[src/rtl/mem_stage.sv]
`default_nettype none
// ============================================================================
//  Module      : mem_stage
//  Description : MEM stage of the 16-bit pipelined core. Issues data-memory
//                loads/stores over a req/ack handshake, stalls EX/MEM while
//                an access is outstanding, registers the MEM/WB boundary,
//                drives the output port and keeps the sticky halt flag.
//                Optional feature macro: DMEM_TIMEOUT_EN (bounded wait for
//                dmem_ack, reported through the sticky bus_err flag).
//  Revision    : 1.0 - initial release
// ============================================================================
module mem_stage #(
    parameter int TIMEOUT = 255,
    parameter int TO_W    = 8
) (
    input  logic        clk,
    input  logic        reset,
    input  logic [15:0] ALUres_mem,
    input  logic        S_mem,
    input  logic        C_mem,
    input  logic        Z_mem,
    input  logic        V_mem,
    input  logic [15:0] pcinc_mem,
    input  logic [15:0] rd1_mem,
    input  logic [15:0] extended_d_mem,
    input  logic [2:0]  regwrite_adr_mem,
    input  logic        main_mem_write,
    input  logic        from_main_mem_mem,
    input  logic [1:0]  regwrite_dat_controll,
    input  logic        regwrite_mem,
    input  logic        is_halt,
    input  logic        out_en,
    input  logic [15:0] out_dat,
    output logic        dmem_req,
    output logic        dmem_we,
    output logic [15:0] dmem_adr,
    output logic [15:0] dmem_wdata,
    input  logic [15:0] dmem_rdata,
    input  logic        dmem_ack,
    output logic        stall_mem,
    output logic [15:0] wb_dat,
    output logic [2:0]  wb_adr,
    output logic        wb_regwrite,
    output logic [3:0]  wb_flags,
    output logic [15:0] out_port,
    output logic        out_valid,
    output logic        halted,
    output logic        bus_err
);

    // The timeout count must fit its counter and be at least one cycle.
    generate
        if ((TIMEOUT < 1) || (TIMEOUT >= (1 << TO_W))) begin : g_bad_timeout
            $error("mem_stage: TIMEOUT must be in 1 .. 2**TO_W-1");
        end
    endgenerate

    typedef enum logic [0:0] {
        IDLE = 1'b0,
        BUSY = 1'b1
    } state_t;

    state_t      r_state;
    logic        r_halted;
    logic [15:0] r_wb_dat;
    logic [2:0]  r_wb_adr;
    logic        r_wb_regwrite;
    logic [3:0]  r_wb_flags;
    logic [15:0] r_out_port;
    logic        r_out_valid;

    logic        w_memop;
    logic        w_stall;
    logic        w_timeout;
    logic [15:0] w_wb_sel;

    // A halted core issues no further memory traffic; an outstanding access
    // stalls the pipeline until the cycle in which it is acknowledged.
    assign w_memop    = (main_mem_write | from_main_mem_mem) & ~r_halted;
    assign w_stall    = w_memop & ~dmem_ack;

    assign dmem_req   = w_memop;
    assign dmem_we    = main_mem_write;
    assign dmem_adr   = ALUres_mem;
    assign dmem_wdata = rd1_mem;
    assign stall_mem  = w_stall;

    // Write-back source select; load data is taken in the ack cycle.
    always_comb begin
        w_wb_sel = ALUres_mem;
        case (regwrite_dat_controll)
            2'b00:   w_wb_sel = ALUres_mem;
            2'b01:   w_wb_sel = dmem_rdata;
            2'b10:   w_wb_sel = pcinc_mem;
            default: w_wb_sel = extended_d_mem;
        endcase
    end

`ifdef DMEM_TIMEOUT_EN
    localparam logic [TO_W-1:0] c_to_last = TO_W'(TIMEOUT - 1);
    localparam logic [TO_W-1:0] c_to_one  = {{(TO_W-1){1'b0}}, 1'b1};

    logic [TO_W-1:0] r_to_cnt;
    logic            r_bus_err;

    // The access is abandoned on the edge at which the BUSY count reaches TIMEOUT.
    assign w_timeout = (r_state == BUSY) & w_stall & (r_to_cnt == c_to_last);

    // Count un-acknowledged BUSY cycles; restart on ack, idle or abandon.
    always_ff @(posedge clk or negedge reset) begin
        if (!reset) begin
            r_to_cnt <= '0;
        end else if ((r_state == BUSY) && w_stall && !w_timeout) begin
            r_to_cnt <= r_to_cnt + c_to_one;
        end else begin
            r_to_cnt <= '0;
        end
    end

    // Sticky bus error once an access has been abandoned.
    always_ff @(posedge clk or negedge reset) begin
        if (!reset) begin
            r_bus_err <= 1'b0;
        end else if (w_timeout) begin
            r_bus_err <= 1'b1;
        end
    end

    assign bus_err = r_bus_err;
`else
    assign w_timeout = 1'b0;
    assign bus_err   = 1'b0;
`endif

    // Handshake tracker: BUSY while a request waits for its ack.
    always_ff @(posedge clk or negedge reset) begin
        if (!reset) begin
            r_state <= IDLE;
        end else begin
            case (r_state)
                IDLE: begin
                    if (w_stall) begin
                        r_state <= BUSY;
                    end
                end
                BUSY: begin
                    if (!w_stall || w_timeout) begin
                        r_state <= IDLE;
                    end
                end
                default: r_state <= IDLE;
            endcase
        end
    end

    // Sticky halt: set by a non-stalled halt instruction or an abandoned access.
    always_ff @(posedge clk or negedge reset) begin
        if (!reset) begin
            r_halted <= 1'b0;
        end else if ((is_halt && !w_stall) || w_timeout) begin
            r_halted <= 1'b1;
        end
    end

    // MEM/WB register: bubble while stalled or halted, otherwise advance.
    always_ff @(posedge clk or negedge reset) begin
        if (!reset) begin
            r_wb_dat      <= '0;
            r_wb_adr      <= '0;
            r_wb_regwrite <= 1'b0;
            r_wb_flags    <= '0;
        end else if (r_halted || w_stall) begin
            r_wb_regwrite <= 1'b0;
        end else begin
            r_wb_dat      <= w_wb_sel;
            r_wb_adr      <= regwrite_adr_mem;
            r_wb_regwrite <= regwrite_mem;
            r_wb_flags    <= {S_mem, C_mem, Z_mem, V_mem};
        end
    end

    // Output port register with a single-cycle valid pulse per update.
    always_ff @(posedge clk or negedge reset) begin
        if (!reset) begin
            r_out_port  <= '0;
            r_out_valid <= 1'b0;
        end else begin
            r_out_valid <= 1'b0;
            if (out_en && !w_stall && !r_halted) begin
                r_out_port  <= out_dat;
                r_out_valid <= 1'b1;
            end
        end
    end

    assign wb_dat      = r_wb_dat;
    assign wb_adr      = r_wb_adr;
    assign wb_regwrite = r_wb_regwrite;
    assign wb_flags    = r_wb_flags;
    assign out_port    = r_out_port;
    assign out_valid   = r_out_valid;
    assign halted      = r_halted;

endmodule
`default_nettype wire
[config.mk]
export PLATFORM = sky130hd
export DESIGN_NAME = mem_stage
export DESIGN_NICKNAME = d
export VERILOG_FILES = /design/src/rtl/mem_stage.sv
export SDC_FILE = /design/constraint.sdc
export NUM_CORES = 1
export LEC_CHECK = 0
export CAP_MARGIN = 20
export CORE_MARGIN = 2
export CORE_UTILIZATION = 30
export CTS_BUF_LIST = sky130_fd_sc_hd__clkbuf_4
export CTS_CLUSTER_DIAMETER = 30
export DETAILED_ROUTE_END_ITERATION = 16
export PLACE_DENSITY = 0.79
export SLEW_MARGIN = 20
export SYNTH_ARGS = -nofsm -noshare
export SYNTH_HDL_FRONTEND = slang
export SYNTH_SLANG_ARGS = --single-unit
export TNS_END_PERCENT = 20
[constraint.sdc]
create_clock -name clk -period 1.4 [get_ports clk]
set_input_delay 0.14 -clock clk [delete_from_list [all_inputs] [get_ports clk]]
set_output_delay 0.14 -clock clk [all_outputs]
set_load 0.02 [all_outputs]
==> metrics, run 1 <==
P_leak=between 1.5 and 2 nW; period utilization=101%; row count=31; flops & latches, synth=between 40 and 50; drt first pass iters=4; Mapped Area=0.00229 sq mm; detailed placement HPWL=4.66 mm; RSZ-0062 raised after global routing=true; CTS buffer count=5; Die Span Y=a little over 90 um; # port buffers=approximately 160; n_diodes=0; vias in the first global route=approximately 1900; Final Slew Violations=0; f_max=about 710 MHz; Final Hold Vio Count=0; largest cells by area after synthesis=dfrtp_1, mux2_2, buf_4, mux4_2, mux4_1; vias=about 1700; max cap viols=0; total power=~5.3 mW; post-synthesis net count=roughly 260; Worst Hold Class=primary input to output port; CTS H-tree lvls=2; status=complete, but fails checks; Synth-to-Final Area Change=75.8%; Post-Route WL=6.20 mm; I/O Pins=roughly 190; failing checks=setup timing; Antenna Nets Post-Route=0; pin count of the biggest net entering global routing=24; Final Setup Violations=1; core area=0.00733 sq mm; crit path from=halted; Worst EP required=approximately 1.6 ns; fraction of layout cells with a size suffix above 1=approximately 27%; CP Data Arrival Time=roughly 1.7 ns; Cell Chain, Critical Path=buf_6 > inv_4 > and3_4 > clkbuf_16 > mux2_4; chip width=about 91 um; PwrDens=~1300 mW/mm^2; VDD IR-drop max=~430 uV; number of fill cells=about 620; yosys synthesis warning count=0; Synth Area per Inst=approximately 15 sq um; Total Neg Setup Slack=-0.00998 ns; CP max stage delay=between 0.4 and 0.5 ns; cell taking the most area after synthesis=dfrtp_1; min cycle time layout=1.41 ns; initial antenna violation count=0; clk buf depth=2; critical-path maximum fanout=7; worst setup margin=-0.00998 ns; DR vias/cell=4.48; CTS clk-pin slew, worst paths=~0.13 ns; Critical R2R Launch=halted; first-pass GRT wire length=9.21 mm; Iter 0 DRT Violations=16; Yosys cell types=17; CP Class=flip-flop to flip-flop; gate count of the mapped netlist=around 150; Slew @ Worst Pin=roughly 0.54 ns; max-slew headroom at the worst pin=between 60% and 70%; Final nets=between 300 and 400; Sink Count=42; Hold Startpoint=rd1_mem[3]; Worst setup EP type=flip-flop; Total GRT Usage=about 14%; routed len/inst=between 15 and 20 um; CTS root buf=clkbuf_4; drt drc=0; final setup skew=between 0.015 and 0.02 ns; gpl congestion=about 0.73; startpoint types=flip-flop; die area=~0.0083 sq mm; CTS tree=yes; Initial Utilization=31.2%; CP max-delay cell=dfrtp_2; insertion delay to the later sink of the worst-skew pair=0.35 ns; grt ovf=0; Yosys top cell area share=45.9%; sequential share of the synthesized area=a little under half
==> kinds of logic (layout without fill, tap and decap cells) <==
kind of cell | count (synthesis) | after routing | share of synthesized area [%]
AOI/OAI and AO/OA | 1 | 1 | 0.328
buffers and inverters | 44 | 180 | 14.4
DFF | 42 | 42 | 45.9
muxes | 55 | 55 | 37.5
other | 1 | 1 | 0.164
and+or+nand+nor | 8 | 8 | 1.69
==> worst paths after layout <==
path / slack (ns) / endpoint / depth (start not counted)
min in group asynchronous: 0.29 / wb_regwrite / 2
setup / recovery: -0.01 / out_port[7] / 5
setup reg to reg: -0.01 / out_port[7] / 5
hold reg to reg: 0.51 / wb_dat[1] / 1
hold / removal: 0.28 / dmem_wdata[3] / 0
max in group asynchronous: 0.60 / wb_adr[2] / 3
==> cell usage in the layout (no fill, tap or decap) <==
cell type,n
clkbuf_4,6
buf_2,3
nor2_1,4
clkdlybuf4s50_1,103
dfrtp_1,41
dfrtp_2,1
and3_1,1
dlygate4sd3_1,1
clkinv_1,1
conb_1,1
and2_4,1
inv_4,1
mux2_2,4
o21bai_1,1
mux4_2,10
buf_12,5
nor3_2,1
mux4_1,6
clkbuf_16,3
dlygate4sd2_1,42
dlymetal6s2s_1,8
bufinv_16,1
buf_4,5
and3_4,1
buf_6,1
mux2_4,35
==> sequential cells by signal, summed over array words and instances (netlist names) <==
register / count
wb_dat: 16
out_valid: 1
out_port: 16
halted: 1
wb_regwrite: 1
wb_adr: 3
wb_flags: 4
==> where the power goes <==
| part | internal [mW] | switching, mW |
|---|---|---|
| combinational | 1.43 | 1.17 |
| clock | 0.391 | 0.382 |
| sequential | 1.71 | 0.243 |
| total | 3.53 | 1.79 |
==> metal layers <==
layer / vias up / global-route usage, % / wire length (um)
met5: - / 0 / 0
met4: 0 / 5.81 / 82
met3: 7 / 2.41 / 407
met2: 111 / 26.7 / 3370
met1: 828 / 14.9 / 2330
li1: 784 / - / -
==> through the flow <==
stage / util (%) / setup WS, ns / hold WS (ns) / cells / instance area [sq um]
3_5_place_dp: 51.6 / -0.399 / 0.157 / 373 / 3790
6_report: 54.9 / -0.00998 / 0.280 / 386 / 4030
4_1_cts: 52.3 / -0.0946 / 0.280 / 383 / 3830
2_1_floorplan: - / -0.000661 / -0.156 / 151 / 2300
3_3_place_gp: 51.6 / -0.372 / 0.160 / 373 / 3790
5_1_grt: 54.9 / -0.0434 / 0.280 / 386 / 4030
==> final cells by class <==
| type | instances | area [sq um] | share of cell area (%) |
|---|---|---|---|
| flip-flops and latches | 42 | 1050 | 26.1 |
| inverters | 1 | 6.26 | 0.155 |
| repair buffers | 171 | 1750 | 43.4 |
| clock buffers | 6 | 45.0 | 1.12 |
| multi-input cells | 65 | 1020 | 25.2 |
| clock inverters | 2 | 33.8 | 0.839 |
| well taps | 99 | 124 | 3.08 |
==> synthesized netlist by cell type (all sizes together) <==
cell	n
mux4	16
and3	2
mux2	39
nor2	4
inv	1
conb	1
nor3	1
clkbuf	1
buf	42
o21bai	1
and2	1
dfrtp	42
==> critical path, delay by kind of cell (launching register included) <==
| kind | cells | cell delay, ns |
|---|---|---|
| and+or+nand+nor | 1 | 0.21 |
| buffers and inverters | 3 | 0.34 |
| DFF | 1 | 0.44 |
| muxes | 1 | 0.30 |
==> what timing repair did <==
item,CTS,global route
hold buffers,1,0
cloned,0,3
resized for setup,58,37
buffers inserted,1,0
hold endpoints to repair,20,0
endpoints found under the setup margin,53,45
No activity file was read; power rests on OpenSTA's default activity.
==> run 2: changes to the inputs <==
- PLACE_DENSITY: 0.79 -> 0.9
==> metrics, run 2 (synthesized netlist as in run 1, its figures left out) <==
vias in the first global route=1872 (-1.1%); min cycle time layout=1.39 ns (-0.0204 ns); Initial Utilization=31.2% (unchanged); Sink Count=42 (unchanged); first-pass GRT wire length=9.74 mm (+5.7%); core area=0.00733 sq mm (unchanged); DR vias/cell=4.53 (+1.1%); Worst EP required=1.26 ns (-0.38 ns); pin count of the biggest net entering global routing=27 (+13%); f_max=720 MHz (+1.5%); routed len/inst=16.4 um (+2.0%); CTS H-tree lvls=2 (unchanged); Final Slew Violations=0 (unchanged); Cell Chain, Critical Path=clkdlybuf4s50_1 > clkdlybuf4s50_1; Antenna Nets Post-Route=0 (unchanged); Final nets=394 (-1.3%); max cap viols=0 (unchanged); detailed placement HPWL=5.02 mm (+7.8%); drt drc=0 (unchanged); grt met3 use=4.65% (+2.2 points); CP Class=primary input to output port; Post-Route WL=6.24 mm (+0.69%); Final Setup Violations=0 (-1); Worst setup EP type=output port; P_leak=1.70 nW (-7.5%); met1 Resource Use GR=15.7% (+0.75 points); RSZ-0062 raised after global routing=true; status=finished clean; Synth-to-Final Area Change=67.5%; row count=31 (unchanged); critical-path maximum fanout=2 (-5); busiest grt layer=met2; WHS=0.262 ns (-0.0182 ns); gpl congestion=0.705 (-3.9%); critical path depth=2 (-3); PwrDens=1350 mW/mm^2 (+1.7%); final setup skew=0.0108 ns (-0.00603 ns); CP Data Arrival Time=1.25 ns (-0.40 ns); fraction of layout cells with a size suffix above 1=26.6% (-0.58 points); chip width=91.4 um (unchanged); CP max-delay cell=clkdlybuf4s50_1; Die Span Y=91.4 um (unchanged); Final Hold Vio Count=0 (unchanged); initial antenna violation count=0 (unchanged); CTS root buf=clkbuf_4; # placed instances=372 (-0.27%); period utilization=99.3% (-1.5 points); clk buf depth=2 (unchanged); I/O Pins=191 (unchanged); CP top delay family=buffers and inverters; drt first pass iters=4 (unchanged); VDD IR-drop max=523 uV (+21%); pre-CTS setup slack=-0.418 ns (-0.0191 ns); Finished Layout Cells=381 (-1.3%); vias=1726 (-0.23%); die area=0.00835 sq mm (unchanged); startpoint types=primary input; CP Buf/Inv Count=2 (-1); Total GRT Usage=14.9% (+0.94 points); n_diodes=0 (unchanged); CTS buffer count=5 (unchanged); # port buffers=157 (unchanged); total power=5.16 mW (-3.1%); met2 GRT Util=28.0% (+1.3 points); insertion delay to the later sink of the worst-skew pair=0.34 ns (about the same); CTS clk-pin slew, worst paths=0.12 ns (about the same); most common cell after layout, fill and taps aside=clkdlybuf4s50_1; Iter 0 DRT Violations=38 (+22); post-CTS setup buffer count=0 (-1); worst setup margin=0.0104 ns (+0.0204 ns); CTS tree=yes; Reg2Reg Depth=4 (-1); commonest non-fill, non-tap cells in the layout=clkdlybuf4s50_1, dlygate4sd2_1, dfrtp_1, mux2_2, mux4_2; Worst Hold Class=primary input to async pin; grt ovf=0 (unchanged); CP most frequent cell=clkdlybuf4s50_1; CP max stage delay=0.61 ns (+0.17 ns)
[run 2: changes by cell type in the layout (fill, tap and decap cells not counted), moves of 2 or more]
cell            change
clkbuf_16           -3
mux2_2             +25
mux2_4             -25
dlygate4sd2_1       +4
dlymetal6s2s_1      -3
buf_4               -2
[run 2: worst register-to-register path, delay by kind of cell, from the launching register on]
| kind | cells | cell delay (ns) |
|---|---|---|
| DFF | 1 | 0.47 |
| and+or+nand+nor | 1 | 0.18 |
| muxes | 1 | 0.34 |
| buffers and inverters | 2 | 0.24 |
[run 2: timing repair]
item | 4_1_cts | 5_1_grt
resized for setup | 56 | 13
hold buffers | 1 | 0
endpoints found under the hold margin | 16 | 0
setup endpoints to repair | 67 | 41
[run 2: worst paths after layout]
kind,end,start,slack (ns)
max in group asynchronous,halted,reset,0.65
hold reg to reg,wb_flags[0],wb_flags[0],0.51
hold / removal,out_port[6],reset,0.26
setup / recovery,dmem_adr[13],ALUres_mem[13],0.01
min in group clk,dmem_wdata[3],rd1_mem[3],0.28
setup reg to reg,out_port[0],halted,0.07
[run 2: stage by stage]
step | TNS (ns) | util (%) | instance area (sq um)
2_1_floorplan | -0.00661 | - | 2300
3_5_place_dp | -13.55 | 51.5 | 3780
5_1_grt | -0.0462 | 52.3 | 3830
4_1_cts | -0.0187 | 51.9 | 3810
6_report | 0 | 52.3 | 3830
3_3_place_gp | -12.37 | 51.5 | 3780
[run 2: layer usage]
metal | part of all wire (%) | wire length (um) | up-vias
li1 | - | - | 772
met1 | 35 | 2210 | 827
met2 | 54 | 3340 | 109
met3 | 8.7 | 545 | 18
met4 | 2.2 | 136 | 0
met5 | 0 | 0 | -
[run 2: final cells by class]
cell class	instances	area, sq um
Clock inverter	2	37.5
Fill cell	618	3500
Multi-Input combinational cell	65	922
Tap cell	99	124
Inverter	1	3.75
Sequential cell	42	1050
Clock buffer	6	45.0
Timing Repair Buffer	166	1650
[run 2: power breakdown]
| group | switching (mW) | total, mW | internal, mW | leakage (nW) |
|---|---|---|---|---|
| sequential | 0.252 | 1.96 | 1.71 | 0.508 |
| clock | 0.396 | 0.793 | 0.397 | 0.0419 |
| combinational | 1.15 | 2.40 | 1.26 | 1.15 |
| total | 1.80 | 5.16 | 3.37 | 1.70 |
